### src/rtl/enc_dec_pkg.sv
// Shared register offsets, mode encodings and state types for the
// encoder/decoder APB front end.
package enc_dec_pkg;

    localparam logic [1:0] REG_CTRL     = 2'b00;
    localparam logic [1:0] REG_DATA_IN  = 2'b01;
    localparam logic [1:0] REG_CW_WIDTH = 2'b10;
    localparam logic [1:0] REG_NOISE    = 2'b11;

    localparam logic [1:0] CTRL_ENCODE  = 2'b00;
    localparam logic [1:0] CTRL_DECODE  = 2'b01;
    localparam logic [1:0] CTRL_FULL    = 2'b10;

    localparam logic [1:0] CW_WIDTH_8   = 2'b00;
    localparam logic [1:0] CW_WIDTH_16  = 2'b01;
    localparam logic [1:0] CW_WIDTH_32  = 2'b10;

    typedef enum logic [1:0] {
        IDLE,
        SETUP,
        ACCESS
    } apb_state_t;

    typedef enum logic [1:0] {
        SEQ_IDLE,
        SEQ_START,
        SEQ_BUSY
    } seq_state_t;

endpackage

### src/rtl/apb_slave_fsm.sv
// APB protocol tracker: classifies each cycle as IDLE, SETUP or ACCESS and
// produces the read/write strobes plus a zero-wait-state PREADY.
module apb_slave_fsm
    import enc_dec_pkg::*;
(
    input  logic clk,
    input  logic rst,
    input  logic psel_i,
    input  logic penable_i,
    input  logic pwrite_i,
    output logic wr_en_o,
    output logic rd_en_o,
    output logic pready_o
);

    apb_state_t state_q;
    apb_state_t state_d;

    always_ff @(posedge clk) begin
        if (!rst) begin
            state_q <= IDLE;
        end else begin
            state_q <= state_d;
        end
    end

    // state_d is the phase of the current cycle; ACCESS is only legal straight
    // after SETUP, so an enable without a preceding setup is ignored.
    always_comb begin
        state_d  = IDLE;
        wr_en_o  = 1'b0;
        rd_en_o  = 1'b0;
        pready_o = 1'b0;
        if (rst) begin
            if (psel_i && !penable_i) begin
                state_d = SETUP;
            end else if (psel_i && penable_i && (state_q == SETUP)) begin
                state_d = ACCESS;
            end
        end
        // Reads are captured on the SETUP edge, writes commit on the ACCESS edge.
        rd_en_o  = (state_d == SETUP) && !pwrite_i;
        wr_en_o  = (state_d == ACCESS) && pwrite_i;
        pready_o = (state_d == ACCESS);
    end

endmodule

### src/rtl/enc_dec_apb_regs.sv
// APB register bank and start/busy sequencer in front of the encoder/decoder
// core. Configuration writes are refused while an operation is in flight.
module enc_dec_apb_regs
    import enc_dec_pkg::*;
#(
    parameter int AMBA_ADDR_WIDTH = 20,
    parameter int AMBA_WORD       = 32
) (
    input  logic                       clk,
    input  logic                       rst,
    input  logic [AMBA_ADDR_WIDTH-1:0] PADDR,
    input  logic                       PSEL,
    input  logic                       PENABLE,
    input  logic                       PWRITE,
    input  logic [AMBA_WORD-1:0]       PWDATA,
    output logic [AMBA_WORD-1:0]       PRDATA,
    output logic                       PREADY,
    output logic                       PSLVERR,
    output logic [1:0]                 ctrl,
    output logic [AMBA_WORD-1:0]       data_in,
    output logic [1:0]                 codeword_width,
    output logic [AMBA_WORD-1:0]       noise,
    output logic                       start,
    input  logic                       core_done,
    output logic                       busy
);

    logic                 wr_en;
    logic                 rd_en;
    logic                 wr_accept;
    logic [1:0]           reg_sel;
    logic [AMBA_WORD-1:0] rd_mux;

    logic [AMBA_WORD-1:0] ctrl_q,     ctrl_d;
    logic [AMBA_WORD-1:0] data_in_q,  data_in_d;
    logic [AMBA_WORD-1:0] cw_width_q, cw_width_d;
    logic [AMBA_WORD-1:0] noise_q,    noise_d;
    logic [AMBA_WORD-1:0] prdata_q,   prdata_d;
    seq_state_t           seq_q,      seq_d;

    // Only PADDR[3:2] selects a register; the remaining bits are don't-care.
    logic unused_paddr;
    assign unused_paddr = ^{PADDR[AMBA_ADDR_WIDTH-1:4], PADDR[1:0]};
    assign reg_sel      = PADDR[3:2];

    apb_slave_fsm u_apb_fsm (
        .clk       (clk),
        .rst       (rst),
        .psel_i    (PSEL),
        .penable_i (PENABLE),
        .pwrite_i  (PWRITE),
        .wr_en_o   (wr_en),
        .rd_en_o   (rd_en),
        .pready_o  (PREADY)
    );

    assign busy      = (seq_q != SEQ_IDLE);
    assign start     = (seq_q == SEQ_START);
    assign wr_accept = wr_en && !busy;
    assign PSLVERR   = wr_en && busy;

    always_comb begin
        rd_mux = '0;
        case (reg_sel)
            REG_CTRL:     rd_mux = ctrl_q;
            REG_DATA_IN:  rd_mux = data_in_q;
            REG_CW_WIDTH: rd_mux = cw_width_q;
            REG_NOISE:    rd_mux = noise_q;
            default:      rd_mux = '0;
        endcase
    end

    always_comb begin
        ctrl_d     = ctrl_q;
        data_in_d  = data_in_q;
        cw_width_d = cw_width_q;
        noise_d    = noise_q;
        prdata_d   = prdata_q;
        if (wr_accept) begin
            case (reg_sel)
                REG_CTRL:     ctrl_d     = PWDATA;
                REG_DATA_IN:  data_in_d  = PWDATA;
                REG_CW_WIDTH: cw_width_d = PWDATA;
                REG_NOISE:    noise_d    = PWDATA;
                default:      ctrl_d     = ctrl_q;
            endcase
        end
        if (rd_en) begin
            prdata_d = rd_mux;
        end
    end

    // A CTRL write can only be accepted in SEQ_IDLE, so it alone launches the core.
    always_comb begin
        seq_d = seq_q;
        case (seq_q)
            SEQ_IDLE: begin
                if (wr_accept && (reg_sel == REG_CTRL)) begin
                    seq_d = SEQ_START;
                end
            end
            SEQ_START: seq_d = SEQ_BUSY;
            SEQ_BUSY: begin
                if (core_done) begin
                    seq_d = SEQ_IDLE;
                end
            end
            default: seq_d = SEQ_IDLE;
        endcase
    end

    always_ff @(posedge clk) begin
        if (!rst) begin
            ctrl_q     <= '0;
            data_in_q  <= '0;
            cw_width_q <= '0;
            noise_q    <= '0;
            prdata_q   <= '0;
            seq_q      <= SEQ_IDLE;
        end else begin
            ctrl_q     <= ctrl_d;
            data_in_q  <= data_in_d;
            cw_width_q <= cw_width_d;
            noise_q    <= noise_d;
            prdata_q   <= prdata_d;
            seq_q      <= seq_d;
        end
    end

    assign PRDATA         = prdata_q;
    assign ctrl           = ctrl_q[1:0];
    assign data_in        = data_in_q;
    assign codeword_width = cw_width_q[1:0];
    assign noise          = noise_q;

endmodule

### config.mk
export PLATFORM = sky130hd
export DESIGN_NAME = enc_dec_apb_regs
export DESIGN_NICKNAME = d
export VERILOG_FILES = /design/src/rtl/enc_dec_pkg.sv /design/src/rtl/apb_slave_fsm.sv /design/src/rtl/enc_dec_apb_regs.sv
export SDC_FILE = /design/constraint.sdc
export NUM_CORES = 1
export LEC_CHECK = 0
export ABC_CLOCK_PERIOD_IN_PS = 1600
export BUFFER_PORTS_ARGS = -buffer_cell sky130_fd_sc_hd__buf_2
export CORE_MARGIN = 2
export CORE_UTILIZATION = 28
export CTS_CLUSTER_SIZE = 25
export DETAILED_ROUTE_END_ITERATION = 6
export GPL_TIMING_DRIVEN = 0
export HOLD_SLACK_MARGIN = 0.08
export PLACE_DENSITY = 0.6
export SLEW_MARGIN = 20
export SYNTH_ARGS = -nofsm -noshare
export SYNTH_HDL_FRONTEND = slang
export SYNTH_SLANG_ARGS = --single-unit
### constraint.sdc
create_clock -name clk -period 1.6 [get_ports clk]
set_input_delay 0.4 -clock clk [delete_from_list [all_inputs] [get_ports clk]]
set_output_delay 0.4 -clock clk [all_outputs]
set_load 0.01 [all_outputs]
## Word level (Yosys, flattened, before mapping)

Index checks and enable logic that the tools add are counted.

- $lt $le $gt $ge: 0
- Muxes and demuxes: 7
- Divide/modulo/power cells: 0
- Bitwise operators: 0
- Shift-type cells: 0
- Eq/ne operators: 10
- Add/sub/neg operators: 0
- Reduce and logical (&&, ||, !) cells: 19
- Multipliers: 0

Operators with widths:

| operator | number |
|---|---|
| 32-bit one-hot mux with 4 select lines | 1 |
| 2-bit two-way mux | 5 |
| 2-bit AND reduction | 5 |
| 2-bit by 1-bit equality test with 1-bit output (second input constant) | 4 |
| 2-bit equality test (second input constant) | 4 |
| 1-bit logical AND | 8 |
| 2-bit one-hot mux with 3 select lines | 1 |
| 2-bit zero test | 2 |
| 2-bit inequality test (second input constant) | 2 |
| 1-bit zero test | 3 |
| 2-bit nonzero test | 1 |

- Input bits: 58
- Output and inout bits: 104
- Register bits after elaboration: 164
- Memories kept: 0
- Logic and storage cells: 43
- Latch bits: 0
- ROM bits: 0
- Memory bits (writable): 0

## Logic depth before layout (Yosys ltp)

Gate-level depths: netlist of run 1.

- Word-level depth: 11
- Mapped depth: 6
- Gate-level depth less buffers: 3

## Hierarchy

From an unflattened synthesis of run 1, not the netlist that was laid out.

- Cells, all modules: 659
- Area total of the unflattened synthesis: 6920.4 um^2

By module, submodules not included:

| module | instances | area each (um^2) | sequential area each (um^2) | cells an instance |
|---|---|---|---|---|
| enc_dec_apb_regs | 1 | 6834.1 | 3243.1 | 649 |
| apb_slave_fsm | 1 | 86.3 | 40.0 | 10 |

## Worst setup path after synthesis of run 1

Ideal clock, no wire load.

- Kind: input-to-output
- Start: in rst
- End: out PSLVERR
- Buffers on the path: 2
- Data arrival time: 1327 ps
- Path slack: -127 ps
- Required time: 1200 ps
- Cell stages on the path: 5
- Cells stage by stage: buf_2 and4b_1 buf_2 and2_1 and3_1

- Cells in the longest elaborated chain, start to end: 4

RTL lines:

| what | RTL line | source |
|---|---|---|
| start: declaration | enc_dec_apb_regs.sv:10 | `input logic rst,` |
| 2-bit two-way mux | apb_slave_fsm.sv:34 | `if (rst) begin` |
| 2-bit equality test | -- |  |
| via PREADY | enc_dec_apb_regs.sv:17 | `output logic PREADY,` |
| 1-bit logical AND | apb_slave_fsm.sv:43 | `wr_en_o = (state_d == ACCESS) && pwrite_i;` |
| 1-bit logical AND | enc_dec_apb_regs.sv:60 | `assign PSLVERR = wr_en && busy;` |
| end: declaration | enc_dec_apb_regs.sv:18 | `output logic PSLVERR,` |

The timed path passes the listed nets, and every way through them passes these cells.

## Final worst setup path of run 1

- Start: reg u_apb_fsm.state_q[1]
- End: out PSLVERR

- Cells in the longest elaborated chain, start to end: 8

RTL lines:

| what | RTL line | source |
|---|---|---|
| start: declaration | apb_slave_fsm.sv:16 | `apb_state_t state_q;` |
| start signal: assignment | apb_slave_fsm.sv:23 | `state_q <= state_d;` |
| 2-bit by 1-bit equality test with 1-bit output | apb_slave_fsm.sv:37 | `end else if (psel_i && penable_i && (state_q == SETUP)) begin` |
| 1-bit logical AND | apb_slave_fsm.sv:37 |  |
| 2-bit two-way mux | apb_slave_fsm.sv:37 |  |
| 2-bit two-way mux | apb_slave_fsm.sv:35 | `if (psel_i && !penable_i) begin` |
| 2-bit two-way mux | apb_slave_fsm.sv:34 |  |
| 2-bit equality test | apb_slave_fsm.sv:43 |  |
| 1-bit logical AND | apb_slave_fsm.sv:43 |  |
| 1-bit logical AND | enc_dec_apb_regs.sv:60 |  |

No other way between the ends.

==> qor.yml, run 1 <==
clk_latency_ps: 430
syn-cell-area_sq_mm: 0.00683
std_cell_rows: 57
synth_top_area_share_pct: 48.1
regArea_sq_mm: 0.00329
portBuffers: 140
finalCriticalPeriod_ps: 1820
arrival_ps: 1420
fin_nets: 878
dieArea_sq_mm: 0.0257
cts_tree: "yes"
fmax_ghz: 0.549
grt_pass1_vias: 5358
multi_input_area_sq_mm: 0.00323
clkSinkCount: 164
rsz0062_at_grt: "true"
io_pins: 162
drt_iter0_markers: 248
p_per_area_mw_per_mm2: 1020
syn_area_per_cell_sq_um: 10.4
relSlewSlack_pct: 51.4
drive_above_1_share_pct: 30.7
crit_family: "simple AND/OR/NAND/NOR gates"
numCtsBuffers: 17
grt_max_degree: 17
clock_skew_ps: 13.1
status: "finished, violations left"
violations: "setup timing"
syn-num-nets: 716
syn_inst: 658
timing.rr.start: "seq_q[1]$_SDFFE_PN0P_"
hold_slack_ps: 170
routed_wl_mm: 20.3
antenna_found_initial: 0
dr.pass1.iters: 4
setup_ws_ps: -220
drv_cap: 0
crit_fanout: 2
clk_pin_slew_ps: 70
hp-start: "PENABLE"
dieWidth_um: 160
r2r_slack_ps: 80
layout_commonest_cell: "nand2_1"
drt-vias-per-instance: 4.58
stdcell_area_sq_mm: 0.00865
critical-path-max-stage-delay_ps: 310
layout_common_cells: "225 x nand2_1, 161 x dfxtp_1, 141 x buf_2"
yosysSeqAreaShare_pct: 48.1
cts.path.max_buffers: 2
peakVddDrop_uv: 617
setup_viol: 2
slowest_stage: "dfxtp_2"
ctsRootBufferMaster: "clkbuf_16"
worst_ep_required_time_ps: 1200
grt_pass1_wl_mm: 31.3
p_leak_nw: 4.37
finalHoldViolCount: 0
synth_warnings: 0
nFillCells: 2505
worstHoldPathType: "in -> reg"
drcViolationCount: 0
total_power_mw: 8.81
grt_overflow_total: 0
via_count: 5298
min_period_over_period_pct: 114
dpl_cell_area_sq_mm: 0.00795
num_antenna_cells: 0
ant_nets: 0
synth.area.top_cells: "dfxtp_1 48%, mux2i_1 19%, nand2_1 12%"
grtUsageTotal_pct: 16.0
dpl_worst_slack_ps: -437
r2r_end: "ctrl_q[21]$_SDFFE_PN0P_"
initial_utilization_pct: 28.3
whs_path_depth: 2
die_h_um: 160
reg2reg_depth: 6
end_kind: "output pin"
ys_types: 22
yosys.area.top_type: "dfxtp_1"
dp_hpwl_mm: 14.2
path_cells: "and4b_1 > and2_4 > and3_4 > buf_6"
cts.htree.levels: 4
coreArea_sq_mm: 0.0241
worstSetupStartpointType: "flip-flop"
criticalPathCategory: "reg -> out"
worst-path-buf-inv: 1
cts_hold_buf: 0
fin_util_pct: 35.9
ys_ff_latch: 164
holdPathEnd: "u_apb_fsm.state_q[0]$_SDFF_PN0_"
wl_per_cell_um: 17.5
place.gp.congestion: 0.747
tightest_slew_ps: 729
syn2layout_area_growth_pct: 26.6
slew_violations: 0
[through the flow]
stage               cells  setup TNS, ps
CTS                  1156           -530
finish               1157           -361
floorplan             658          -33.0
global placement     1122         -51730
global route         1157           -485
detailed placement   1122         -53400
[how the worst max path moves through the flow]
stage	from	cells after the start	slack (ps)	to
after floorplan	rst	5	-30	PSLVERR
after global placement	rst	5	-430	noise[10]$_SDFFE_PN0P_
after detailed placement	rst	5	-440	noise[9]$_SDFFE_PN0P_
after CTS	u_apb_fsm.state_q[1]$_SDFF_PN0_	5	-290	PSLVERR
after global routing	u_apb_fsm.state_q[1]$_SDFF_PN0_	4	-260	PSLVERR
final	u_apb_fsm.state_q[1]$_SDFF_PN0_	4	-220	PSLVERR
[cells by family (layout without fill, tap and decap cells)]
logic type             count (synthesis)  in the layout  share of synthesized area, %
flip-flops                           164            164                          48.1
AO/OA/AOI/OAI                         33             33                          2.42
buffers and inverters                 55            230                          4.76
multiplexers                         160            160                          29.3
AND/OR/NAND/NOR                      246            246                          15.5
[per-layer routing]
metal | share of wire, % | GRT usage (%) | vias to the layer above
met3 | 5.0 | 3.64 | 11
met4 | 0.85 | 3.81 | 0
li1 | - | - | 2557
met5 | 0 | 0 | -
met1 | 48 | 21.9 | 2584
met2 | 46 | 25.8 | 146
[Yosys cell counts]
cell type	n
nor3b_4	1
a21oi_1	1
dfxtp_1	164
or2_2	1
nand4b_1	1
and3_1	1
buf_4	5
mux2i_1	128
buf_6	12
nor2_1	3
and2_1	3
nand4_4	4
nand2_1	225
o21ai_0	32
nor4b_1	1
and4b_1	1
and4bb_2	1
buf_1	3
buf_2	8
mux4_2	32
clkbuf_1	27
nor2b_1	4
[layout make-up]
type / instances / share of cell area, %
sequential: 164 / 38.0
multi-input combinational: 439 / 37.4
clock inverter: 11 / 1.74
timing repair buffer: 144 / 8.81
tap: 324 / 4.69
buffer: 54 / 3.99
clock buffer: 21 / 5.33
[state kept, by name (all words and copies together), names as in the netlist]
name,count
u_apb_fsm.state_q,2
PRDATA,32
ctrl_q,32
data_in,32
seq_q,2
cw_width_q,32
noise,32
[where the power goes]
group,leakage (nW),internal (mW),switching (mW)
combinational,2.76,0.128,0.282
clock,0.294,2.55,1.76
sequential,1.32,4.08,0.00308
total,4.37,6.77,2.04
[repair_timing]
item	CTS	global route
setup endpoints to repair	42	130
pin swaps	1	1
resized for setup	5	34
setup buffers	2	2
No activity file was read; power rests on OpenSTA's default activity.
==> run 2: changes to the inputs <==
--- a/config.mk
+++ b/config.mk
@@ -7,13 +7,13 @@
 export LEC_CHECK = 0
 export ABC_CLOCK_PERIOD_IN_PS = 1600
 export BUFFER_PORTS_ARGS = -buffer_cell sky130_fd_sc_hd__buf_2
-export CORE_MARGIN = 2
-export CORE_UTILIZATION = 28
+export CORE_MARGIN = 5
+export CORE_UTILIZATION = 45
 export CTS_CLUSTER_SIZE = 25
 export DETAILED_ROUTE_END_ITERATION = 6
 export GPL_TIMING_DRIVEN = 0
 export HOLD_SLACK_MARGIN = 0.08
-export PLACE_DENSITY = 0.6
+export PLACE_DENSITY = 0.82
 export SLEW_MARGIN = 20
 export SYNTH_ARGS = -nofsm -noshare
 export SYNTH_HDL_FRONTEND = slang
==> run 2 against run 1 <==
Compared with the run above:
- the flow still finishes with violations (setup timing)
- die area shrank 31%
- worst hold slack gained 0.77 ps
- via count grew 2.1%
- clock skew shrank 5.4 ps
- cell count shrank 12%
- non-clock buffer count is the same
- cell area shrank 2.8%
- global-route usage grew 5.2 points
- flip-flop and latch count is the same
- critical path type unchanged
- highest routed layer unchanged
==> qor.yml, run 2 (same netlist as run 1, synthesis figures left out) <==
met1Wirelength_mm: 8.13
dieArea_sq_mm: 0.0177
num_antenna_cells: 0
clk_pin_slew_ps: 60
tightest_slew_ps: 738
route.met2.wl_mm: 9.29
place.gp.congestion: 0.766
worst_ep_required_time_ps: 1200
drv_cap: 0
initial_utilization_pct: 45.4
ctsRootBufferMaster: "clkbuf_16"
drcViolationCount: 0
cts_tree: "yes"
setup_viol: 2
syn2layout_area_growth_pct: 23.0
drt-vias-per-instance: 5.30
fin_util_pct: 55.9
drt_iter0_markers: 298
cts.htree.levels: 4
worstHoldPathType: "in -> reg"
antenna_found_initial: 0
dr.pass1.iters: 5
layout_common_cells: "225 x nand2_1, 161 x dfxtp_1, 141 x buf_2"
dp_hpwl_mm: 13.1
grt_pass1_wl_mm: 29.3
io_pins: 162
slew_violations: 0
p_per_area_mw_per_mm2: 1000
grt_overflow_total: 0
violations: "setup timing"
status: "finished, violations left"
via_count: 5408
wl_per_cell_um: 18.5
fmax_ghz: 0.540
end_kind: "output pin"
ant_nets: 0
die_h_um: 133
wl_met3_mm: 1.18
clkSinkCount: 164
dieWidth_um: 133
finalHoldViolCount: 0
criticalPathCategory: "reg -> out"
numCtsBuffers: 17
grtUsageTotal_pct: 21.2
clock_skew_ps: 7.65
crit_fanout: 2
clk_latency_ps: 430
finalCriticalPeriod_ps: 1850
worstSetupStartpointType: "flip-flop"
routed_wl_mm: 18.9
arrival_ps: 1450
portBuffers: 140
drive_above_1_share_pct: 28.7
peakVddDrop_uv: 677
min_period_over_period_pct: 116
layout_commonest_cell: "nand2_1"
highest_layer: "met4"
layout.cells.non_filler: 1020
nFillCells: 1319
grt_max_degree: 17
setup_ws_ps: -252
rsz0062_at_grt: "true"
p_leak_nw: 4.30
grt_pass1_vias: 5331
std_cell_rows: 45
fin_nets: 878
coreArea_sq_mm: 0.0150
cts.path.max_buffers: 2
relSlewSlack_pct: 50.8
placedCellCount: 986
-- run 2: report_power, final --
| group | internal [mW] | switching (mW) |
|---|---|---|
| registers | 4.09 | 0.00322 |
| clock network | 2.28 | 1.67 |
| logic | 0.125 | 0.263 |
| total | 6.50 | 1.94 |
-- run 2: critical path: stages (launching register included) --
cell and delay, ps:
dfxtp_2 320, and4b_1 260, and2_4 150, and3_4 190
buf_6 100
-- run 2: layer usage --
metal  up-vias  GRT usage, %
li1       2565             -
met1      2637          26.9
met2       187          36.1
met3        19          5.02
met4         0          6.46
met5         -             0
-- run 2: cell type report --
cell class | count | area (sq um) | share of cell area, %
clock inverter | 9 | 108 | 1.28
timing repair buffer | 144 | 762 | 9.07
clock buffer | 22 | 444 | 5.29
buffer | 54 | 328 | 3.90
tap | 188 | 235 | 2.80
multi-input combinational | 439 | 3240 | 38.5
sequential | 164 | 3290 | 39.2
-- run 2: worst paths after layout --
check	from	endpoint	slack, ps	cells after the start
max	u_apb_fsm.state_q[1]$_SDFF_PN0_	PSLVERR	-250	4
min	PENABLE	u_apb_fsm.state_q[0]$_SDFF_PN0_	170	2
max reg2reg	u_apb_fsm.state_q[1]$_SDFF_PN0_	noise[21]$_SDFFE_PN0P_	90	6
min reg2reg	PRDATA[15]$_SDFFE_PN0P_	PRDATA[15]$_SDFFE_PN0P_	450	2
-- run 2: repair_timing --
item / in CTS / in global routing
buffers inserted: 2 / 2
endpoints found under the hold margin: 0 / 0
resized for setup: 11 / 1
hold buffers: 0 / 0
pin swaps: 1 / 1
setup endpoints to repair: 4 / 28
-- run 2: per-stage QoR --
stage	total power, mW	setup WS [ps]	area (sq um)	TNS (ps)	hold slack, ps
finish	8.43	-252	8400	-411	171
floorplan	4.41	-33.0	6840	-33.0	435
global placement	4.56	-301	7780	-29960	441
global route	8.64	-285	8400	-491	171
CTS	8.44	-327	8380	-593	157
detailed placement	4.56	-334	7780	-32770	449
==> run 3: changes to the inputs <==
--- a/config.mk
+++ b/config.mk
@@ -5,7 +5,7 @@
 export SDC_FILE = /design/constraint.sdc
 export NUM_CORES = 1
 export LEC_CHECK = 0
-export ABC_CLOCK_PERIOD_IN_PS = 1600
+export ABC_CLOCK_PERIOD_IN_PS = 1850
 export BUFFER_PORTS_ARGS = -buffer_cell sky130_fd_sc_hd__buf_2
 export CORE_MARGIN = 5
 export CORE_UTILIZATION = 45
@@ -13,7 +13,7 @@
 export DETAILED_ROUTE_END_ITERATION = 6
 export GPL_TIMING_DRIVEN = 0
 export HOLD_SLACK_MARGIN = 0.08
-export PLACE_DENSITY = 0.82
+export PLACE_DENSITY = 0.8
 export SLEW_MARGIN = 20
 export SYNTH_ARGS = -nofsm -noshare
 export SYNTH_HDL_FRONTEND = slang
==> constraint.sdc (replaced) <==
create_clock -name clk -period 1.85 [get_ports clk]
set_input_delay 0.4625 -clock clk [delete_from_list [all_inputs] [get_ports clk]]
set_output_delay 0.4625 -clock clk [all_outputs]
set_load 0.01 [all_outputs]
==> run 3 against run 2 <==
Compared with the run above:
- the run still ends with setup timing left
- worst hold slack improved by 89 ps
- die area did not move
- routed wire length is 2.6% lower
- cell area is 0.25% lower
- sequential power fell by 13%
- first-iteration DRC count is 9.7% lower
- critical path type unchanged
- highest routed layer unchanged
==> qor.yml, run 3 (same netlist as run 1, synthesis figures left out) <==
status: "finished, violations left"
violations: "setup timing"
cts.htree.levels: 4
clk_pin_slew_ps: 60
dpl_worst_slack_ps: -141
coreArea_sq_mm: 0.0150
portBuffers: 140
dieWidth_um: 133
initial_utilization_pct: 45.4
clk_latency_ps: 430
grtUsageTotal_pct: 20.9
fin_util_pct: 55.7
busiest_layer: "met2"
dr.pass1.iters: 4
placedCellCount: 986
via_count: 5325
cts.path.max_buffers: 2
layout_common_cells: "225 x nand2_1, 163 x dfxtp_1, 145 x buf_2"
ant_nets: 0
finalCriticalPeriod_ps: 1910
p_clk_share_pct: 48.1
p_per_area_mw_per_mm2: 888
stdcell_area_sq_mm: 0.00838
drcViolationCount: 0
grt_pass1_wl_mm: 28.9
drt_iter0_markers: 269
dpl_cell_area_sq_mm: 0.00777
dp_hpwl_mm: 12.9
worstHoldPathType: "in -> reg"
syn2layout_area_growth_pct: 22.7
clock_skew_ps: 7.28
nFillCells: 1351
switching_share_pct: 21.9
fmax_ghz: 0.522
layout_commonest_cell: "nand2_1"
peakVddDrop_uv: 630
rsz0062_at_grt: "true"
p_leak_nw: 4.30
numCtsBuffers: 17
worstSetupStartpointType: "flip-flop"
drt-vias-per-instance: 5.24
dieArea_sq_mm: 0.0177
arrival_ps: 1450
finalHoldViolCount: 0
criticalPathCategory: "reg -> out"
ctsRootBufferMaster: "clkbuf_16"
grt_max_degree: 17
end_kind: "output pin"
grt_use_met1_pct: 27.1
crit_fanout: 2
std_cell_rows: 45
layout.cells.non_filler: 1017
io_pins: 162
hold_slack_ps: 260
grt_pass1_vias: 5326
cts_hold_buf: 0
routed_wl_mm: 18.4
setup_viol: 1
drv_cap: 0
antenna_found_initial: 0
slew_violations: 0
p_int_mw: 5.82
relSlewSlack_pct: 53.4
cts_tree: "yes"
p_seq_share_pct: 47.5
multi_input_area_sq_mm: 0.00323
worst_ep_required_time_ps: 1390
die_h_um: 133
fin_setup_tns_ps: -64.9
grtUsageMet2_pct: 35.0
num_antenna_cells: 0
drive_above_1_share_pct: 28.3
p_sw_mw: 1.63
pwr-share-comb_pct: 4.4
clkSinkCount: 164
wl_per_cell_um: 18.1
setup_ws_ps: -64.9
total_power_mw: 7.45
grt_use_met3_pct: 5.66
place.gp.congestion: 0.777
tightest_slew_ps: 699
regArea_sq_mm: 0.00328
fin_nets: 875
min_period_over_period_pct: 104
grt_overflow_total: 0
run 3: cell count changes in the layout (fill, tap and decap cells not counted), sizes merged:
cell | before | now
buf | 170 | 167
clkinv | 5 | 4
bufinv | 2 | 3
run 3: worst paths after layout:
check                                                  endpoint  slack [ps]                             from  depth (start not counted)
worst max-delay path                                    PSLVERR         -60  u_apb_fsm.state_q[1]$_SDFF_PN0_                          4
worst min-delay path            u_apb_fsm.state_q[0]$_SDFF_PN0_         260                          PENABLE                          2
worst max register to register           noise[14]$_SDFFE_PN0P_         290            seq_q[1]$_SDFFE_PN0P_                          4
worst min register to register      cw_width_q[31]$_SDFFE_PN0P_         450      cw_width_q[31]$_SDFFE_PN0P_                          2
run 3: layout make-up:
class | instances | area share [%]
buffer | 54 | 3.85
tap | 188 | 2.81
clock inverter | 9 | 1.54
multi-input combinational | 439 | 38.5
timing repair buffer | 141 | 8.52
sequential | 164 | 39.2
clock buffer | 22 | 5.54
run 3: critical path: stages (launching register included):
cell,delay (ps)
dfxtp_2,320
and4b_1,270
and2_4,170
and3_4,180
buf_6,90
run 3: what timing repair did:
action | in CTS | in global routing
cloned | 0 | 0
pin swaps | 1 | 0
setup buffers | 1 | 0
gates resized for setup | 3 | 3
endpoints found under the setup margin | 2 | 2
run 3: per-layer routing:
metal | share of wire [%] | wire length (um)
met5 | 0 | 0
met4 | 0.63 | 115
met3 | 6.0 | 1110
met2 | 49 | 8970
met1 | 44 | 8170
run 3: power groups by stage:
stage	Sequential (mW)	Clock, mW	Combinational (mW)
after floorplan	3.62	0	0.194
after global placement	3.62	0	0.324
after detailed placement	3.62	0	0.328
after CTS	3.54	3.62	0.331
after global routing	3.54	3.79	0.353
final	3.54	3.58	0.326
